--- config.mk ---
export PLATFORM = sky130hd
export DESIGN_NAME = alu_op_sequencer
export DESIGN_NICKNAME = d
export VERILOG_FILES = /design/src/rtl/alu_op_sequencer.sv
export SDC_FILE = /design/constraint.sdc
export NUM_CORES = 1
export LEC_CHECK = 0
export ABC_AREA = 1
export ABC_CLOCK_PERIOD_IN_PS = 2900
export BUFFER_PORTS_ARGS = -buffer_cell sky130_fd_sc_hd__buf_2
export CAP_MARGIN = 15
export CORE_AREA = 5 5 76 78
export CTS_CLUSTER_DIAMETER = 60
export DETAILED_ROUTE_END_ITERATION = 10
export DIE_AREA = 0 0 81 83
export GPL_TIMING_DRIVEN = 0
export PLACE_DENSITY = 0.75
export SETUP_SLACK_MARGIN = 0.05
export SYNTH_ARGS = -nofsm -noshare
export SYNTH_HDL_FRONTEND = slang
export SYNTH_SLANG_ARGS = --single-unit
--- constraint.sdc ---
create_clock -name Clock -period 2.9 [get_ports Clock]
set_clock_uncertainty 0.15 [all_clocks]
set_input_delay 0.435 -clock Clock [delete_from_list [all_inputs] [get_ports Clock]]
set_output_delay 0.435 -clock Clock [all_outputs]
set_load 0.02 [all_outputs]
--- src/rtl/alu_op_sequencer.sv ---
// Sequences the 4-bit ALU / 8-bit accumulator datapath through a buffered program of up
// to DEPTH {func, A} entries. Optional macro ALU_OP_SEQUENCER_AUTOCLR_EN adds a CLEAR state.
module alu_op_sequencer #(
   parameter int DEPTH  = 4,
   parameter int FUNC_W = 3,
   parameter int A_W    = 4,
   parameter int ACC_W  = 8
) (
   input  logic              Clock,
   input  logic              Reset,
   input  logic              wr_en,
   input  logic [FUNC_W-1:0] wr_func,
   input  logic [A_W-1:0]    wr_a,
   output logic              full,
   input  logic              start,
   output logic              busy,
   output logic              done,
   output logic [ACC_W-1:0]  result,
   output logic [FUNC_W-1:0] alu_func,
   output logic [A_W-1:0]    alu_a,
   output logic              reg_en,
   output logic              reg_clr,
   input  logic [ACC_W-1:0]  acc_q,
   output logic [2:0]        dbg_state
);

   localparam int PTR_W = $clog2(DEPTH);
   localparam int CNT_W = PTR_W + 1;
   localparam logic [FUNC_W-1:0] FUNC_HOLD = {FUNC_W{1'b1}};

   typedef enum logic [2:0] {
      S_IDLE    = 3'd0,
`ifdef ALU_OP_SEQUENCER_AUTOCLR_EN
      S_CLEAR   = 3'd1,
`endif
      S_ISSUE   = 3'd2,
      S_CAPTURE = 3'd3,
      S_DONE    = 3'd4
   } state_t;

   state_t             state_q, state_d;
   logic [CNT_W-1:0]   count_q, count_d;
   logic [PTR_W-1:0]   rd_ptr_q, rd_ptr_d;
   logic [ACC_W-1:0]   result_q, result_d;
   logic               rst_clr_q;
   logic [FUNC_W-1:0]  func_mem_q [DEPTH];
   logic [A_W-1:0]     a_mem_q    [DEPTH];
   logic               wr_accept;
   logic               clr_fsm;

   // Handshake: wr_en and start are single-cycle requests with no ready/ack. A write is
   // taken only when IDLE and !full; start only when IDLE with a non-empty program.
   // Callers observe full/busy to know whether a request will be honoured.
   assign wr_accept = wr_en && (state_q == S_IDLE) && !full;
   assign full      = (count_q == CNT_W'(DEPTH));
   assign result    = result_q;
   assign reg_clr   = rst_clr_q | clr_fsm;
   assign dbg_state = state_q;

   always_ff @(posedge Clock) begin
      if (Reset) begin
         state_q   <= S_IDLE;
         count_q   <= '0;
         rd_ptr_q  <= '0;
         result_q  <= '0;
         rst_clr_q <= 1'b1;
         for (int i = 0; i < DEPTH; i++) begin
            func_mem_q[i] <= '0;
            a_mem_q[i]    <= '0;
         end
      end else begin
         state_q   <= state_d;
         count_q   <= count_d;
         rd_ptr_q  <= rd_ptr_d;
         result_q  <= result_d;
         rst_clr_q <= 1'b0;
         if (wr_accept) begin
            func_mem_q[count_q[PTR_W-1:0]] <= wr_func;
            a_mem_q[count_q[PTR_W-1:0]]    <= wr_a;
         end
      end
   end

   always_comb begin
      state_d  = state_q;
      count_d  = count_q;
      rd_ptr_d = rd_ptr_q;
      result_d = result_q;
      busy     = 1'b1;
      done     = 1'b0;
      reg_en   = 1'b0;
      clr_fsm  = 1'b0;
      alu_func = FUNC_HOLD;
      alu_a    = '0;
      case (state_q)
         S_IDLE: begin
            busy = 1'b0;
            if (wr_accept) begin
               count_d = count_q + CNT_W'(1);
            end
            // A write in the same cycle as start counts toward the program.
            if (start && ((count_q != '0) || wr_accept)) begin
               rd_ptr_d = '0;
`ifdef ALU_OP_SEQUENCER_AUTOCLR_EN
               state_d  = S_CLEAR;
`else
               state_d  = S_ISSUE;
`endif
            end
         end
`ifdef ALU_OP_SEQUENCER_AUTOCLR_EN
         S_CLEAR: begin
            clr_fsm = 1'b1;
            state_d = S_ISSUE;
         end
`endif
         S_ISSUE: begin
            alu_func = func_mem_q[rd_ptr_q];
            alu_a    = a_mem_q[rd_ptr_q];
            reg_en   = 1'b1;
            state_d  = S_CAPTURE;
         end
         S_CAPTURE: begin
            alu_func = func_mem_q[rd_ptr_q];
            alu_a    = a_mem_q[rd_ptr_q];
            if (CNT_W'(rd_ptr_q) == (count_q - CNT_W'(1))) begin
               state_d = S_DONE;
            end else begin
               rd_ptr_d = rd_ptr_q + PTR_W'(1);
               state_d  = S_ISSUE;
            end
         end
         S_DONE: begin
            done     = 1'b1;
            result_d = acc_q;
            count_d  = '0;
            rd_ptr_d = '0;
            state_d  = S_IDLE;
         end
         default: begin
            state_d = S_IDLE;
         end
      endcase
   end

endmodule

# After elaboration in Yosys (flattened, before gate mapping)
# Memories as Yosys holds them, arrays and structs flattened. A register that Yosys moved wholly into a read port is not among the register bits.
# Index checks and enable logic that the tools add are counted.
dict set report word_totals {
  memories 2
  ram_bits 28
  in_bits 19
  word_cells 60
  reg_bits 17
  out_inout_bits 23
}
# name words width rd rd_ports_with_merged_regs write_ports line
set memory_table {}
lappend memory_table {a_mem_q 4 4 1 1 4 47} ;# logic [A_W-1:0] a_mem_q [DEPTH];
lappend memory_table {func_mem_q 4 3 1 1 4 46} ;# logic [FUNC_W-1:0] func_mem_q [DEPTH];
dict set report classes {
  n_addsub 3
  n_eq_ne 8
  n_reduce_logical 14
  mux 28
}
# op count
set ops {}
lappend ops {{2-bit 2-to-1 mux} 8}
lappend ops {{3-bit 2-to-1 mux} 5}
lappend ops {{1-bit 2-to-1 mux} 10}
lappend ops {{3-bit one-hot mux with 3 select lines} 1}
lappend ops {{4-bit 2-to-1 mux} 2}
lappend ops {{3-bit by 2-bit equality test with 1-bit output (second input constant)} 2}
lappend ops {{3-bit equality test (second input constant)} 2}
lappend ops {{2-bit one-hot mux with 3 select lines} 1}
lappend ops {{3-bit one-hot mux with 2 select lines} 1}
lappend ops {{3-bit nonzero test} 2}
lappend ops {{2-bit inequality test (second input constant)} 2}
lappend ops {{4-bit OR reduction} 1}
lappend ops {{3-bit by 1-bit adder with 3-bit output (second input constant)} 1}
lappend ops {{2-bit by 3-bit equality test with 1-bit output} 1}
lappend ops {{1-bit logical AND} 3}
lappend ops {{3-bit logical NOT} 1}
lappend ops {{3-bit AND reduction} 1}
lappend ops {{3-bit OR reduction} 1}
lappend ops {{3-bit by 1-bit subtractor with 3-bit output (second input constant)} 1}
lappend ops {{2-bit by 1-bit adder with 2-bit output (second input constant)} 1}
lappend ops {{2-bit by 1-bit inequality test with 1-bit output (second input constant)} 1}
lappend ops {{2-bit AND reduction} 1}
lappend ops {{2-bit nonzero test} 1}
lappend ops {{2-bit OR reduction} 1}
lappend ops {{2 further kinds} 2}

# Longest topological paths before layout
dict set report depth {
  depth_word 9
  depth_mapped 12
  depth_no_buf 12
}

# Least setup slack after synthesis
# Ideal clock, no wire load.
dict set report synth_timing {
  path_kind {register to register}
  from {register count_q[1]}
  to {memory a_mem_q[0][0] (enable)}
  arrival_ns 1.706
  path_buffers 0
  required_time_ns 2.427
  synth_period_minus_slack_ns 2.179
  setup_slack_ns 0.721
  setup_time_ns 0.323
  stages_incl_launch_ff 10
  cell_sequence {dfxtp_1 > inv_1 > ha_1 > nand2_2 > inv_2 > nor3_4 > nand2_4 > nor2_4 > nand2_4 > nand2_1}
}
# item line
set synth_lines {}
lappend synth_lines {{from (decl)} 42} ;# logic [CNT_W-1:0] count_q, count_d;
lappend synth_lines {{from (signal assigned)} 73} ;# count_q <= count_d;
lappend synth_lines {{to (decl)} 47}

==> flow_metrics.py <==
metrics = {
    "global_routing": {
        "grt_overflow": 0,
        "grt_pass1_vias": 1644,
        "grt_pass1_wl_um": 7470,
        "antenna_found_initial": 0,
        "grt_max_degree": 15,
        "track_usage_pct": 14.4,
    },
    "cts": {
        "cts_buffers": 5,
        "ctsHoldBuffers": 0,
        "htree_levels": 2,
        "post-cts-setup-buffers": 0,
        "path_clk_slew_ns": 0.08,
        "insertion_delay_ns": 0.30,
        "cts_root_buf": "clkbuf_8",
        "cts.path.max_buffers": 2,
        "ctsResizeCount": 0,
        "cts_tree": "done",
        "clock-sinks": 47,
    },
    "timing": {
        "fin_crit_sh_pct": 86.2,
        "rsz0062_at_grt": "no",
        "worst-slew-pin-transition_ns": 0.423,
        "hold_ws_ns": 0.158,
        "tns_ns": 0,
        "hold_viol": 0,
        "finalSetupViolations": 0,
        "final_max_slew_viol_count": 0,
        "max_freq_mhz": 400,
        "period_needed_ns": 2.50,
        "slew_headroom_pct": 71.5,
    },
    "routing": {
        "routed-via-count": 1668,
        "drt_iter0_drc": 123,
        "post_drt_wl_per_cell_um": 12.2,
        "wirelength_um": 4370,
        "ant_nets": 0,
        "drc": 0,
        "firstDrtPassIters": 4,
        "post_drt_via_cell_ratio": 4.66,
    },
    "layout": {
        "nFillCells": 501,
        "finish.utilization_pct": 50.0,
        "drive_above_1_share_pct": 20.1,
        "diodes": 0,
        "nNetsFinal": 309,
        "area_growth_pct": 19.0,
        "final_cell_mix": "nor2_1, buf_2, edfxtp_1",
        "final_common_cell": "nor2_1",
    },
    "synthesis": {
        "yosys_warnings": 0,
        "syn-mean-instance-area_um2": 8.80,
        "ys.flop_type": "edfxtp_1",
        "postSynthCellCount": 239,
        "synth_top_family_by_area": "simple AND/OR/NAND/NOR gates",
        "synthesis.nets": 261,
        "synth_compound_area_share_pct": 8.51,
        "synthSimpleGateAreaFrac_pct": 25.8,
        "synthMuxAreaShare_pct": 0,
        "yosysUniqueCellTypes": 25,
        "synthXorXnorAreaFrac_pct": 0.416,
        "synth_seq_cells": 47,
        "synth_fa_ha_area_share_pct": 1.78,
        "synthArstFlopShare_pct": 0,
        "ys_seq_area_share_pct": 58.1,
        "synth_edf_count": 28,
        "syn-cell-area_mm2": 0.00210,
    },
    "worst_setup_path": {
        "required_ns": 2.73,
        "ff2ff_path_depth": 7,
        "crit_type": "reg -> reg",
        "r2r-start": "count_q[1]$_SDFFE_PP0P_",
        "critPathArrivalTime_ns": 2.32,
        "reg2reg_slack_ns": 0.40,
        "rr_endpoint": "func_mem_q[1][1]$_SDFFCE_PN0P_",
        "worst-path-max-fanout": 7,
        "cp-end-kind": "flop",
        "cp-start-kind": "flop",
    },
    "hold_path": {
        "hold_depth": 1,
        "min_to": "reg_clr$_DFF_P_",
        "hold_path.startpoint": "Reset",
        "min-delay-path-class": "in -> reg",
    },
    "placed_design": {
        "gp_congestion": 0.757,
        "hpwlAfterDp_um": 3110,
        "port_buffers": 41,
    },
    "floorplan": {
        "start_util_pct": 42.0,
        "dieWidth_um": 81,
        "row_count": 26,
        "ios": 42,
        "core_area_mm2": 0.00501,
        "fp.dieH_um": 83,
        "dieArea_mm2": 0.00672,
    },
    "pwr": {
        "powerDensity_mw_per_mm2": 609,
        "leakage_nw": 1.15,
        "vdd_drop_max_v": 0.000387,
        "finalPower_mw": 1.52,
    },
    "job": {
        "drv_cap": 0,
    },
    "outcome": {
        "status": "finished clean",
    },
}
## through the flow
step,instance area [um2],cells,setup WS [ns]
after floorplan,2100,239,0.721
after global placement,2400,350,0.426
after detailed placement,2400,350,0.373
after CTS,2500,358,0.359
after global routing,2500,358,0.238
final,2500,358,0.401
## routing by layer
metal	wire length [um]	vias up	global-route usage [%]
met5	0	-	0
met4	70	0	4.61
met3	411	7	4.98
met2	2100	50	23.2
met1	1790	739	17.9
li1	-	872	-
## cells by family after synthesis
logic type,Yosys count
fa+ha+maj,3
simple gates,125
compound gates,33
xor+xnor,1
flops,47
buf+inv,30
## worst max path at each step
stage | start | to | slack (ns) | cells past startpoint
after floorplan | count_q[1]$_SDFFE_PP0P_ | a_mem_q[0][0]$_SDFFCE_PN0P_ | 0.72 | 9
after global placement | count_q[1]$_SDFFE_PP0P_ | a_mem_q[1][2]$_SDFFCE_PN0P_ | 0.43 | 7
after detailed placement | count_q[1]$_SDFFE_PP0P_ | func_mem_q[1][1]$_SDFFCE_PN0P_ | 0.37 | 7
after CTS | count_q[1]$_SDFFE_PP0P_ | func_mem_q[1][1]$_SDFFCE_PN0P_ | 0.36 | 7
after global routing | count_q[1]$_SDFFE_PP0P_ | a_mem_q[1][2]$_SDFFCE_PN0P_ | 0.24 | 7
final | count_q[1]$_SDFFE_PP0P_ | func_mem_q[1][1]$_SDFFCE_PN0P_ | 0.40 | 7
## final cells by class
cell class	instances	area [um2]	share of cell area (%)
Sequential cell	47	1220	48.8
Tap cell	70	87.6	3.50
Timing Repair Buffer	41	205	8.20
Inverter	26	98.8	3.95
Multi-Input combinational cell	162	767	30.7
Clock inverter	1	30.0	1.20
Clock buffer	7	76.3	3.05
Buffer	4	16.3	0.650
## sequential cells by signal, indices dropped and copies added, names as in the netlist, named ones only
register    flops
rd_ptr_q        2
func_mem_q     12
dbg_state       3
count_q         3
reg_clr         1
result          8
a_mem_q        16
## critical path, stage by stage, from the launching register on
cell     delay, ns
dfxtp_1       0.43
inv_1         0.17
ha_1          0.24
nand2_2       0.07
inv_2         0.04
nor3_4        0.30
nand4_1       0.36
nand2_1       0.41
## report_power, final
group          switching (mW)  internal [mW]
combinational           0.182         0.0889
clock                   0.213          0.258
sequential             0.0297          0.752
## synthesized netlist by cell type, types with 2 or more instances
cell type	count	area (um2)
inv_2	2	7.51
clkinv_1	3	11.3
nand3_1	3	15.0
o311ai_0	2	17.5
inv_1	20	75.1
clkbuf_1	3	11.3
nand2_1	27	101
edfxtp_1	28	841
a21oi_1	8	40.0
nor3_1	6	30.0
dfxtp_1	19	380
o21ai_0	21	105
nor2_1	81	304
nand2_4	3	33.8
ha_1	3	37.5
Power figures use the tool's default switching activity.
